### config.mk
export PLATFORM = sky130hd
export DESIGN_NAME = vec_exec_seq_flat
export DESIGN_NICKNAME = d
export VERILOG_FILES = /design/src/rtl/vec_pkg.sv /design/src/rtl/vec_exec_seq_if.sv /design/src/rtl/vec_lane_alu.sv /design/src/rtl/vec_exec_seq.sv /design/src/flat_wrapper.sv
export SDC_FILE = /design/constraint.sdc
export NUM_CORES = 1
export LEC_CHECK = 0
export ABC_AREA = 1
export ABC_CLOCK_PERIOD_IN_PS = 6900
export CAP_MARGIN = 20
export CORE_MARGIN = 2
export CORE_UTILIZATION = 40
export DETAILED_ROUTE_END_ITERATION = 10
export GPL_TIMING_DRIVEN = 0
export PLACE_DENSITY = 0.68
export SKIP_CTS_REPAIR_TIMING = 1
export SYNTH_ARGS = -nofsm -noshare
export SYNTH_HDL_FRONTEND = slang
export SYNTH_HIERARCHICAL = 1
export SYNTH_SLANG_ARGS = --single-unit
### constraint.sdc
create_clock -name clk -period 6.9 [get_ports clk]
set_input_delay 1.38 -clock clk [delete_from_list [all_inputs] [get_ports clk]]
set_output_delay 1.38 -clock clk [all_outputs]
set_load 0.05 [all_outputs]
### src/rtl/vec_pkg.sv
// Shared definitions for the vector execution path: op codes (shared with
// decode), sequencer state encoding and default vector geometry.
package vec_pkg;

    localparam int VEC_LANES  = 4;
    localparam int VEC_LANE_W = 32;

    typedef logic [3:0] vec_op_t;

    localparam vec_op_t OP_VADD   = 4'b1000;
    localparam vec_op_t OP_VSUB   = 4'b1001;
    localparam vec_op_t OP_VAND   = 4'b1010;
    localparam vec_op_t OP_VORR   = 4'b1011;
    localparam vec_op_t OP_VADDFP = 4'b1101;
    localparam vec_op_t OP_VXOR   = 4'b1111;

    localparam logic [1:0] ST_IDLE = 2'd0;
    localparam logic [1:0] ST_INT  = 2'd1;
    localparam logic [1:0] ST_FP   = 2'd2;
    localparam logic [1:0] ST_DONE = 2'd3;

    function automatic logic is_int_op(input vec_op_t op);
        return (op == OP_VADD) || (op == OP_VSUB) || (op == OP_VAND) ||
               (op == OP_VORR) || (op == OP_VXOR);
    endfunction

    function automatic logic is_fp_op(input vec_op_t op);
        return op == OP_VADDFP;
    endfunction

endpackage

### src/rtl/vec_exec_seq_if.sv
// Request/acknowledge link between the vector sequencer and the external FP adder.
// fp_req rises with fp_a/fp_b and holds them stable until fp_ack; the lane transfers on the
// edge where fp_req && fp_ack, fp_sum is valid only then, and fp_ack while fp_req is low is ignored.
interface vec_exec_seq_if #(
    parameter int LANE_W = 32
) ();

    logic              fp_req;
    logic [LANE_W-1:0] fp_a;
    logic [LANE_W-1:0] fp_b;
    logic              fp_ack;
    logic [LANE_W-1:0] fp_sum;

    modport master (
        output fp_req,
        output fp_a,
        output fp_b,
        input  fp_ack,
        input  fp_sum
    );

    modport slave (
        input  fp_req,
        input  fp_a,
        input  fp_b,
        output fp_ack,
        output fp_sum
    );

endinterface

### src/rtl/vec_lane_alu.sv
// Single-lane integer ALU shared by all lanes of the sequencer; modulo 2^LANE_W, no flags.
module vec_lane_alu
    import vec_pkg::*;
#(
    parameter int LANE_W = VEC_LANE_W
) (
    input  vec_op_t           op,
    input  logic [LANE_W-1:0] a,
    input  logic [LANE_W-1:0] b,
    output logic [LANE_W-1:0] y
);

    always_comb begin
        y = '0;
        case (op)
            OP_VADD: y = a + b;
            OP_VSUB: y = a - b;
            OP_VAND: y = a & b;
            OP_VORR: y = a | b;
            OP_VXOR: y = a ^ b;
            default: y = '0;
        endcase
    end

endmodule

### src/rtl/vec_exec_seq.sv
// Multi-cycle vector sequencer: latches operands on Start, walks lanes through the
// shared lane ALU (integer ops) or the external FP adder (VADDFP), then pulses Done.
module vec_exec_seq
    import vec_pkg::*;
#(
    parameter int LANES  = VEC_LANES,
    parameter int LANE_W = VEC_LANE_W
) (
    input  logic                    clk,
    input  logic                    reset,
    input  logic                    Start,
    input  logic [3:0]              ALUControl,
    input  logic                    BcastB,
    input  logic [LANES*LANE_W-1:0] SrcA,
    input  logic [LANES*LANE_W-1:0] SrcB,
    output logic [LANES*LANE_W-1:0] Result,
    output logic                    Busy,
    output logic                    Done,
    output logic                    IllegalOp,
    output logic [1:0]              dbg_state,
    vec_exec_seq_if.master          fp
);

    localparam int              CW        = (LANES > 1) ? $clog2(LANES) : 1;
    localparam logic [CW-1:0]   LAST_LANE = CW'(LANES - 1);

    logic [1:0]              state;
    logic [CW-1:0]           lane_cnt;
    vec_op_t                 op_q;
    logic [LANES*LANE_W-1:0] op_a;
    logic [LANES*LANE_W-1:0] op_b;
    logic [LANES*LANE_W-1:0] result_q;
    logic                    illegal_q;
    int                      lane_base;
    logic [LANE_W-1:0]       lane_y;

    assign lane_base = int'(lane_cnt) * LANE_W;

    vec_lane_alu #(.LANE_W(LANE_W)) u_lane_alu (
        .op (op_q),
        .a  (op_a[lane_base +: LANE_W]),
        .b  (op_b[lane_base +: LANE_W]),
        .y  (lane_y)
    );

    always_ff @(posedge clk) begin
        if (!reset) begin
            state     <= ST_IDLE;
            lane_cnt  <= '0;
            op_q      <= '0;
            op_a      <= '0;
            op_b      <= '0;
            result_q  <= '0;
            illegal_q <= 1'b0;
            fp.fp_req <= 1'b0;
            fp.fp_a   <= '0;
            fp.fp_b   <= '0;
        end else begin
            illegal_q <= 1'b0;
            case (state)
                ST_IDLE, ST_DONE: begin
                    state    <= ST_IDLE;
                    lane_cnt <= '0;
                    if (Start) begin
                        if (is_int_op(ALUControl) || is_fp_op(ALUControl)) begin
                            op_q <= ALUControl;
                            op_a <= SrcA;
                            op_b <= BcastB ? {LANES{SrcB[LANE_W-1:0]}} : SrcB;
                        end
                        if (is_int_op(ALUControl)) begin
                            state <= ST_INT;
                        end else if (is_fp_op(ALUControl)) begin
                            // Lane 0 of SrcB is the same with or without broadcast.
                            state     <= ST_FP;
                            fp.fp_req <= 1'b1;
                            fp.fp_a   <= SrcA[LANE_W-1:0];
                            fp.fp_b   <= SrcB[LANE_W-1:0];
                        end else begin
                            illegal_q <= 1'b1;
                        end
                    end
                end
                ST_INT: begin
                    result_q[lane_base +: LANE_W] <= lane_y;
                    if (lane_cnt == LAST_LANE) begin
                        lane_cnt <= '0;
                        state    <= ST_DONE;
                    end else begin
                        lane_cnt <= lane_cnt + 1'b1;
                    end
                end
                ST_FP: begin
                    if (fp.fp_req) begin
                        if (fp.fp_ack) begin
                            result_q[lane_base +: LANE_W] <= fp.fp_sum;
                            fp.fp_req <= 1'b0;
                            if (lane_cnt == LAST_LANE) begin
                                lane_cnt <= '0;
                                state    <= ST_DONE;
                            end else begin
                                lane_cnt <= lane_cnt + 1'b1;
                            end
                        end
                    end else begin
                        // Gap cycle after an ack: present the next lane's operands.
                        fp.fp_req <= 1'b1;
                        fp.fp_a   <= op_a[lane_base +: LANE_W];
                        fp.fp_b   <= op_b[lane_base +: LANE_W];
                    end
                end
                default: begin
                    state    <= ST_IDLE;
                    lane_cnt <= '0;
                end
            endcase
        end
    end

    assign Result    = result_q;
    assign Busy      = (state == ST_INT) || (state == ST_FP);
    assign Done      = (state == ST_DONE);
    assign IllegalOp = illegal_q;
    assign dbg_state = state;

endmodule

### src/flat_wrapper.sv
// flat-port wrapper written by rule: the top's interface ports become plain ports
module vec_exec_seq_flat import vec_pkg::*;
#(
    parameter int LANES  = VEC_LANES,
    parameter int LANE_W = VEC_LANE_W
)
  (clk, reset, Start, ALUControl, BcastB, SrcA, SrcB, Result, Busy, Done, IllegalOp, dbg_state, fp_fp_req, fp_fp_a, fp_fp_b, fp_fp_ack, fp_fp_sum);
  vec_exec_seq_if #(.LANE_W(LANE_W)) fp_i ();
  input  logic clk;
  input  logic reset;
  input  logic Start;
  input  logic [3:0] ALUControl;
  input  logic BcastB;
  input  logic [LANES*LANE_W-1:0] SrcA;
  input  logic [LANES*LANE_W-1:0] SrcB;
  output logic [LANES*LANE_W-1:0] Result;
  output logic Busy;
  output logic Done;
  output logic IllegalOp;
  output logic [1:0] dbg_state;
  output wire logic [$bits(fp_i.fp_req)-1:0] fp_fp_req;
  output wire logic [$bits(fp_i.fp_a)-1:0] fp_fp_a;
  output wire logic [$bits(fp_i.fp_b)-1:0] fp_fp_b;
  input wire logic [$bits(fp_i.fp_ack)-1:0] fp_fp_ack;
  input wire logic [$bits(fp_i.fp_sum)-1:0] fp_fp_sum;
  assign fp_fp_req = fp_i.fp_req;
  assign fp_fp_a = fp_i.fp_a;
  assign fp_fp_b = fp_i.fp_b;
  assign fp_i.fp_ack = fp_fp_ack;
  assign fp_i.fp_sum = fp_fp_sum;
  vec_exec_seq #(.LANES(LANES), .LANE_W(LANE_W)) u_core (.clk(clk), .reset(reset), .Start(Start), .ALUControl(ALUControl), .BcastB(BcastB), .SrcA(SrcA), .SrcB(SrcB), .Result(Result), .Busy(Busy), .Done(Done), .IllegalOp(IllegalOp), .dbg_state(dbg_state), .fp(fp_i));
endmodule
==> results.toml, run 1 <==
[floorplanning]
pin_count = 495
dieWidth_um = 263.1
core.rowCount = 94
dieArea_sq_um = 69200
die_y_um = 263.1
start_util_pct = 40.61
core_region_area_sq_um = 66100

[hold_path]
holdCritPathClass = "flop to flop"
holdPathStages = 2

[worst_setup_path]
ff2ff_path_depth = 28
slowest_stage = "clkbuf_1"
start_kind = "flop"
r2r_setup_slack_ns = 0.79
cp-end-kind = "flop"
crit_arrival_ns = 6.66
cp.required_ns = 7.45
crit_fanout = 10
critPathKind = "flop to flop"
slowest_delay_ns = 0.94
cpMostUsedCell = "nor2_1"

[clocking]
cts_root_buffer = "clkbuf_16"
h-tree-depth = 2
clock-sinks = 458
cts_tree = "done"
clkTransAtPathRegs_ns = 0.06
clk_latency_ns = 0.62
cts_buffers = 50
clk_path_buf_depth = 3

[route]
ant_nets = 0
drt_iter0_drc = 3140
drc = 0
firstDrtPassIters = 6
routed_wl_um = 125200
vias_per_cell = 5.280
num_vias = 30120
wl_per_cell_um = 21.94

[logic_synthesis]
synth.top_cell.area_share_pct = 34.15
synth.cell_area_sq_um = 26850
seq_area_frac_synth_pct = 34.15
netlist-cell-type-count = 45
syn_nets = 4662
synthFlopType = "dfxtp_1"
yosys_register_bits = 458
synth_warnings = 6
synth.area.top_cells = "dfxtp_1, nand2_1, nor2_1"
syn_area_per_cell_sq_um = 6.299
synth_edf_count = 0
synth-async-reset-ratio_pct = 0
yosysTopAreaCell = "dfxtp_1"
synthCells = 4262

[sta]
worstMarginPinSlew_ns = 1.226
min_period_ns = 6.109
period_share_pct = 88.53
whs_ns = 0.4642
maxSlewHeadroom_pct = 18.25
hold_viol_final = 0
fin_skew_ns = 0.03641
max_freq_ghz = 0.1637
finalMaxSlewViolations = 0
setup_viol_count_final = 0
tns_ns = 0
rsz0062_at_grt = "no"

[grt]
grt-busiest-layer = "met2"
grt_first_pass_wirelength_um = 181300
met3_usage_pct = 6.071
grt.total_usage_pct = 34.87
grt.overflow.total = 0
antenna_found_initial = 5
use_met1_pct = 45.35
grt_max_degree = 15
grt_pass1_vias = 28050
grt_use_met2_pct = 56.09

[power_and_ir_drop]
vdd_drop_max_v = 0.0001973
leakage_nw = 15.74
power.density_nw_per_um2 = 298.8

[run]
max-cap-violations = 0

[finish]
final_util_pct = 52.19
area_delta_synth_final_pct = 28.50
drive_gt1_share_pct = 6.322
final_net_count = 5207
layoutNonFillerInstCount = 5705

[run_status]
status = "finished clean"

[place]
dpl.cell_count = 5619
port_buffers = 493
routabilityCongestion = 1.034
dp_hpwl_um = 102100
[kinds of logic (layout without fill, tap and decap cells)]
family | after synthesis | count (layout) | synth area share [%]
AND/OR/NAND/NOR | 2374 | 2374 | 36.44
buffers and inverters | 652 | 1230 | 10.70
flip-flops | 458 | 458 | 34.15
AO/OA/AOI/OAI | 647 | 647 | 12.97
other | 0 | 1 | 0
XOR/XNOR | 28 | 28 | 0.9135
adder cells (fa/ha/maj) | 103 | 103 | 4.828
[registers in the layout (all words and copies together) (netlist names)]
register,count
u_core/Result,128
u_core/op_a,128
u_core/op_b,128
u_core/fp.fp_a,32
u_core/fp.fp_b,32
u_core/op_q,4
u_core/dbg_state,2
u_core/lane_cnt,2
u_core/IllegalOp,1
u_core/fp.fp_req,1
[cell type report]
type	count	area, sq um
tap	864	1081
antenna	1	2.502
multi-input combinational	3152	14810
clock buffer	65	1398
inverter	395	1490
sequential	458	9169
clock inverter	20	236.5
timing repair buffer	493	4935
buffer	257	1381
fill	6763	31600
[per-stage QoR]
stage / setup slack (ns) / instance area [sq um] / power [W]
floorplan: 2.996 / 26850 / 0.005888
global placement: 0.8754 / 32860 / 0.007469
detailed placement: 0.9977 / 32860 / 0.007495
CTS: 0.9708 / 34500 / 0.01021
global route: 0.4412 / 34500 / 0.01081
finish: 0.7915 / 34500 / 0.01031
[final timing paths]
| path | from | end |
|---|---|---|
| max | u_core/lane_cnt[1] | u_core/Result[50] |
| min | u_core/Result[24] | u_core/Result[24] |
| max reg2reg | u_core/lane_cnt[1] | u_core/Result[50] |
| min reg2reg | u_core/Result[24] | u_core/Result[24] |
[synth_stat cells (2+ instances only)]
| cell type | count |
|---|---|
| a21o_1 | 2 |
| a21oi_1 | 138 |
| a221oi_1 | 20 |
| and2_1 | 64 |
| buf_1 | 8 |
| buf_2 | 115 |
| buf_4 | 20 |
| buf_6 | 26 |
| clkbuf_1 | 86 |
| clkbuf_2 | 2 |
| clkinv_1 | 2 |
| dfxtp_1 | 458 |
| ha_1 | 102 |
| inv_1 | 383 |
| inv_2 | 7 |
| inv_4 | 3 |
| nand2_1 | 1053 |
| nand2_2 | 5 |
| nand2_4 | 5 |
| nand3_1 | 302 |
| nand3_2 | 2 |
| nand3b_1 | 10 |
| nand4_1 | 19 |
| nor2_1 | 858 |
| nor2_2 | 13 |
| nor2_4 | 3 |
| nor3_1 | 9 |
| nor3_2 | 4 |
| o2111ai_1 | 6 |
| o211a_1 | 21 |
| o211ai_1 | 6 |
| o21a_1 | 2 |
| o21ai_0 | 412 |
| o21ai_1 | 34 |
| o21bai_1 | 4 |
| o31ai_1 | 2 |
| or2_0 | 3 |
| or2_2 | 19 |
| xor2_1 | 28 |
[metal layers]
layer	part of all wire, %	vias up
met5	0	-
met4	5.2	0
li1	-	14520
met1	42	13790
met2	44	1506
met3	8.7	300
[power breakdown]
group          internal (W)  total (W)  switching [W]
Clock               0.00157    0.00274        0.00116
Combinational       0.00137    0.00446        0.00308
Sequential          0.00294    0.00312       0.000178
[worst max-delay path, delay by kind of cell (launching register included)]
family / cells / cell delay, ns
flip-flops: 1 / 0.47
XOR/XNOR: 1 / 0.16
AND/OR/NAND/NOR: 20 / 3.19
adder cells (fa/ha/maj): 1 / 0.44
buffers and inverters: 4 / 1.41
AO/OA/AOI/OAI: 2 / 0.37
[placed cells by master, fill, tap and decap left out, drive strengths merged, types with 4 or more instances in the layout]
cell type,count
clkbuf,153
nor3,13
clkinvlp,4
a21oi,138
o21bai,4
nand4,19
a221oi,20
clkdlybuf4s50,493
o21ai,446
buf,169
bufinv,4
inv,394
nand3,305
o2111ai,6
clkinv,13
nand3b,10
nor2,875
o211ai,6
and2,64
o211a,21
dfxtp,458
ha,102
nand2,1063
or2,23
xor2,28
No activity file was read; power rests on OpenSTA's default activity.
==> run 2, diff against run 1 <==
--- a/config.mk
+++ b/config.mk
@@ -12,7 +12,7 @@
 export CORE_UTILIZATION = 40
 export DETAILED_ROUTE_END_ITERATION = 10
 export GPL_TIMING_DRIVEN = 0
-export PLACE_DENSITY = 0.68
+export PLACE_DENSITY = 0.62
 export SKIP_CTS_REPAIR_TIMING = 1
 export SYNTH_ARGS = -nofsm -noshare
 export SYNTH_HDL_FRONTEND = slang
==> run 2 against run 1 <==
  * Die area did not move
  * Global-route usage rose by 0.60 points
  * First-iteration DRC count rose by 0.89%
  * Fmax fell by 0.44%
  * Critical path depth fell by 4
  * Clock skew fell by 0.014 ns
  * Largest cell class unchanged
==> results.toml, run 2 (synthesized netlist as in run 1, its figures left out) <==
[clocking]
h-tree-depth = 2
cts_tree = "done"
clkTransAtPathRegs_ns = 0.06
cts_root_buffer = "clkbuf_16"
clk_path_buf_depth = 3
cts_buffers = 53
clock-sinks = 458
clk_latency_ns = 0.64

[hold_path]
holdCritPathClass = "flop to flop"
hold_end = "u_core/Result[51]"
hold_start = "u_core/Result[51]"
holdPathStages = 2

[floorplanning]
dieWidth_um = 263.1
pin_count = 495
dieArea_sq_um = 69200
core_region_area_sq_um = 66100
start_util_pct = 40.61
die_y_um = 263.1
core.rowCount = 94

[grt]
grt.total_usage_pct = 35.47
grt_pass1_vias = 27790
grt_first_pass_wirelength_um = 183100
antenna_found_initial = 9
grt.overflow.total = 0
grt_max_degree = 16

[worst_setup_path]
slowest_stage = "clkbuf_1"
slowest_delay_ns = 0.77
r2r_setup_slack_ns = 0.76
cp_top_family = "simple AND/OR/NAND/NOR gates"
cpMostUsedCell = "inv_1"
cp.required_ns = 7.40
crit_fanout = 10
ff2ff_path_depth = 24
crit_arrival_ns = 6.64
r2r_end = "u_core/Result[39]"
start_kind = "flop"
cp-end-kind = "flop"
critPathKind = "flop to flop"
reg2reg_from = "u_core/lane_cnt[1]"
cp_cell_sequence = "buf_2, clkbuf_1, nand3_1, and2_1, inv_1, ha_1, inv_1, nor3_2, inv_2, o31ai_1, xor2_1, inv_1, ha_1, nand2_1, inv_1, a21oi_1, nand2_1, or2_2, nand3_1, o2111ai_1, o211ai_1, nor2_1, nor2_1, nor2_1"
path_buf_inv = 7

[sta]
setup_viol_count_final = 0
hold_viol_final = 0
rsz0062_at_grt = "no"
maxSlewHeadroom_pct = 33.23
period_share_pct = 88.92
max_freq_ghz = 0.1630
tns_ns = 0
worstMarginPinSlew_ns = 1.002
min_period_ns = 6.136
finalMaxSlewViolations = 0
fin_skew_ns = 0.02229

[route]
wl_per_cell_um = 22.22
wl_met1_um = 52040
drc = 0
routed_wl_um = 127100
num_vias = 30150
vias_per_cell = 5.269
firstDrtPassIters = 5
top_layer = "met5"
ant_nets = 0
met2WireLength_um = 58430
drt_iter0_drc = 3168
wl_met3_um = 11050

[place]
port_buffers = 493
routabilityCongestion = 1.024
dp_hpwl_um = 102900

[run]
max-cap-violations = 0

[finish]
final_net_count = 5211
mostFrequentLayoutCell = "nand2_1"
final_util_pct = 52.44
area_delta_synth_final_pct = 29.12
drive_gt1_share_pct = 6.385
final_cell_mix = "nand2_1, nor2_1, clkdlybuf4s50_1, dfxtp_1, o21ai_0"

[run_status]
status = "finished clean"

[power_and_ir_drop]
leakage_nw = 15.82
p_total_w = 0.01048
power.density_nw_per_um2 = 302.4
vdd_drop_max_v = 0.0001938
run 2: worst max-delay path by stage:
stage | slack [ns] | cells after the start | startpoint | to
6_report | 0.76 | 24 | u_core/lane_cnt[1] | u_core/Result[39]
5_1_grt | 0.48 | 29 | u_core/lane_cnt[1] | u_core/Result[92]
4_1_cts | 0.97 | 24 | u_core/lane_cnt[1] | u_core/Result[39]
3_5_place_dp | 1.0 | 24 | u_core/lane_cnt[1] | u_core/Result[39]
3_3_place_gp | 0.84 | 27 | u_core/lane_cnt[1] | u_core/Result[121]
2_1_floorplan | 3.00 | 29 | u_core/lane_cnt[1] | u_core/Result[92]
run 2: layout make-up:
type | instances | area [sq um]
diodes | 3 | 7.507
plain buffers | 257 | 1381
clock buffers | 83 | 1569
clock inverters | 16 | 209.0
fillers | 6917 | 31440
inverters | 395 | 1490
multi-input cells | 3152 | 14810
flip-flops and latches | 458 | 9169
well taps | 864 | 1081
repair buffers | 494 | 4950
run 2: worst reg2reg max path, cell delays in order, from the launching register on:
cell and delay, ns:
dfxtp_1 0.44, buf_2 0.35, clkbuf_1 0.78, nand3_1 0.30
and2_1 0.33, inv_1 0.15, ha_1 0.16, inv_1 0.05
nor3_2 0.21, inv_2 0.10, o31ai_1 0.27, xor2_1 0.24
inv_1 0.07, ha_1 0.35, nand2_1 0.17, inv_1 0.05
a21oi_1 0.13, nand2_1 0.12, or2_2 0.29, nand3_1 0.12
o2111ai_1 0.37, o211ai_1 0.68, nor2_1 0.13, nor2_1 0.12
nor2_1 0.04
run 2: power by group:
part | total [W] | switching [W] | internal, W
Clock | 0.00290 | 0.00122 | 0.00168
Sequential | 0.00311 | 0.000168 | 0.00294
Combinational | 0.00448 | 0.00310 | 0.00137
Total | 0.0105 | 0.00449 | 0.00599
run 2: layer usage:
metal,vias up,global-route usage [%]
met5,-,0
met4,8,14.50
met3,253,5.406
met2,1475,59.22
met1,13860,45.70
li1,14560,-
run 2: per-stage QoR:
step	setup WS [ns]	instance area (sq um)	cells	hold slack, ns
after floorplan	2.996	26850	4262	0.4549
after global placement	0.8374	32860	5619	0.4521
after detailed placement	0.9981	32880	5620	0.4551
after CTS	0.9699	34650	5719	0.4642
after global routing	0.4838	34660	5722	0.4827
final	0.7643	34660	5722	0.4639
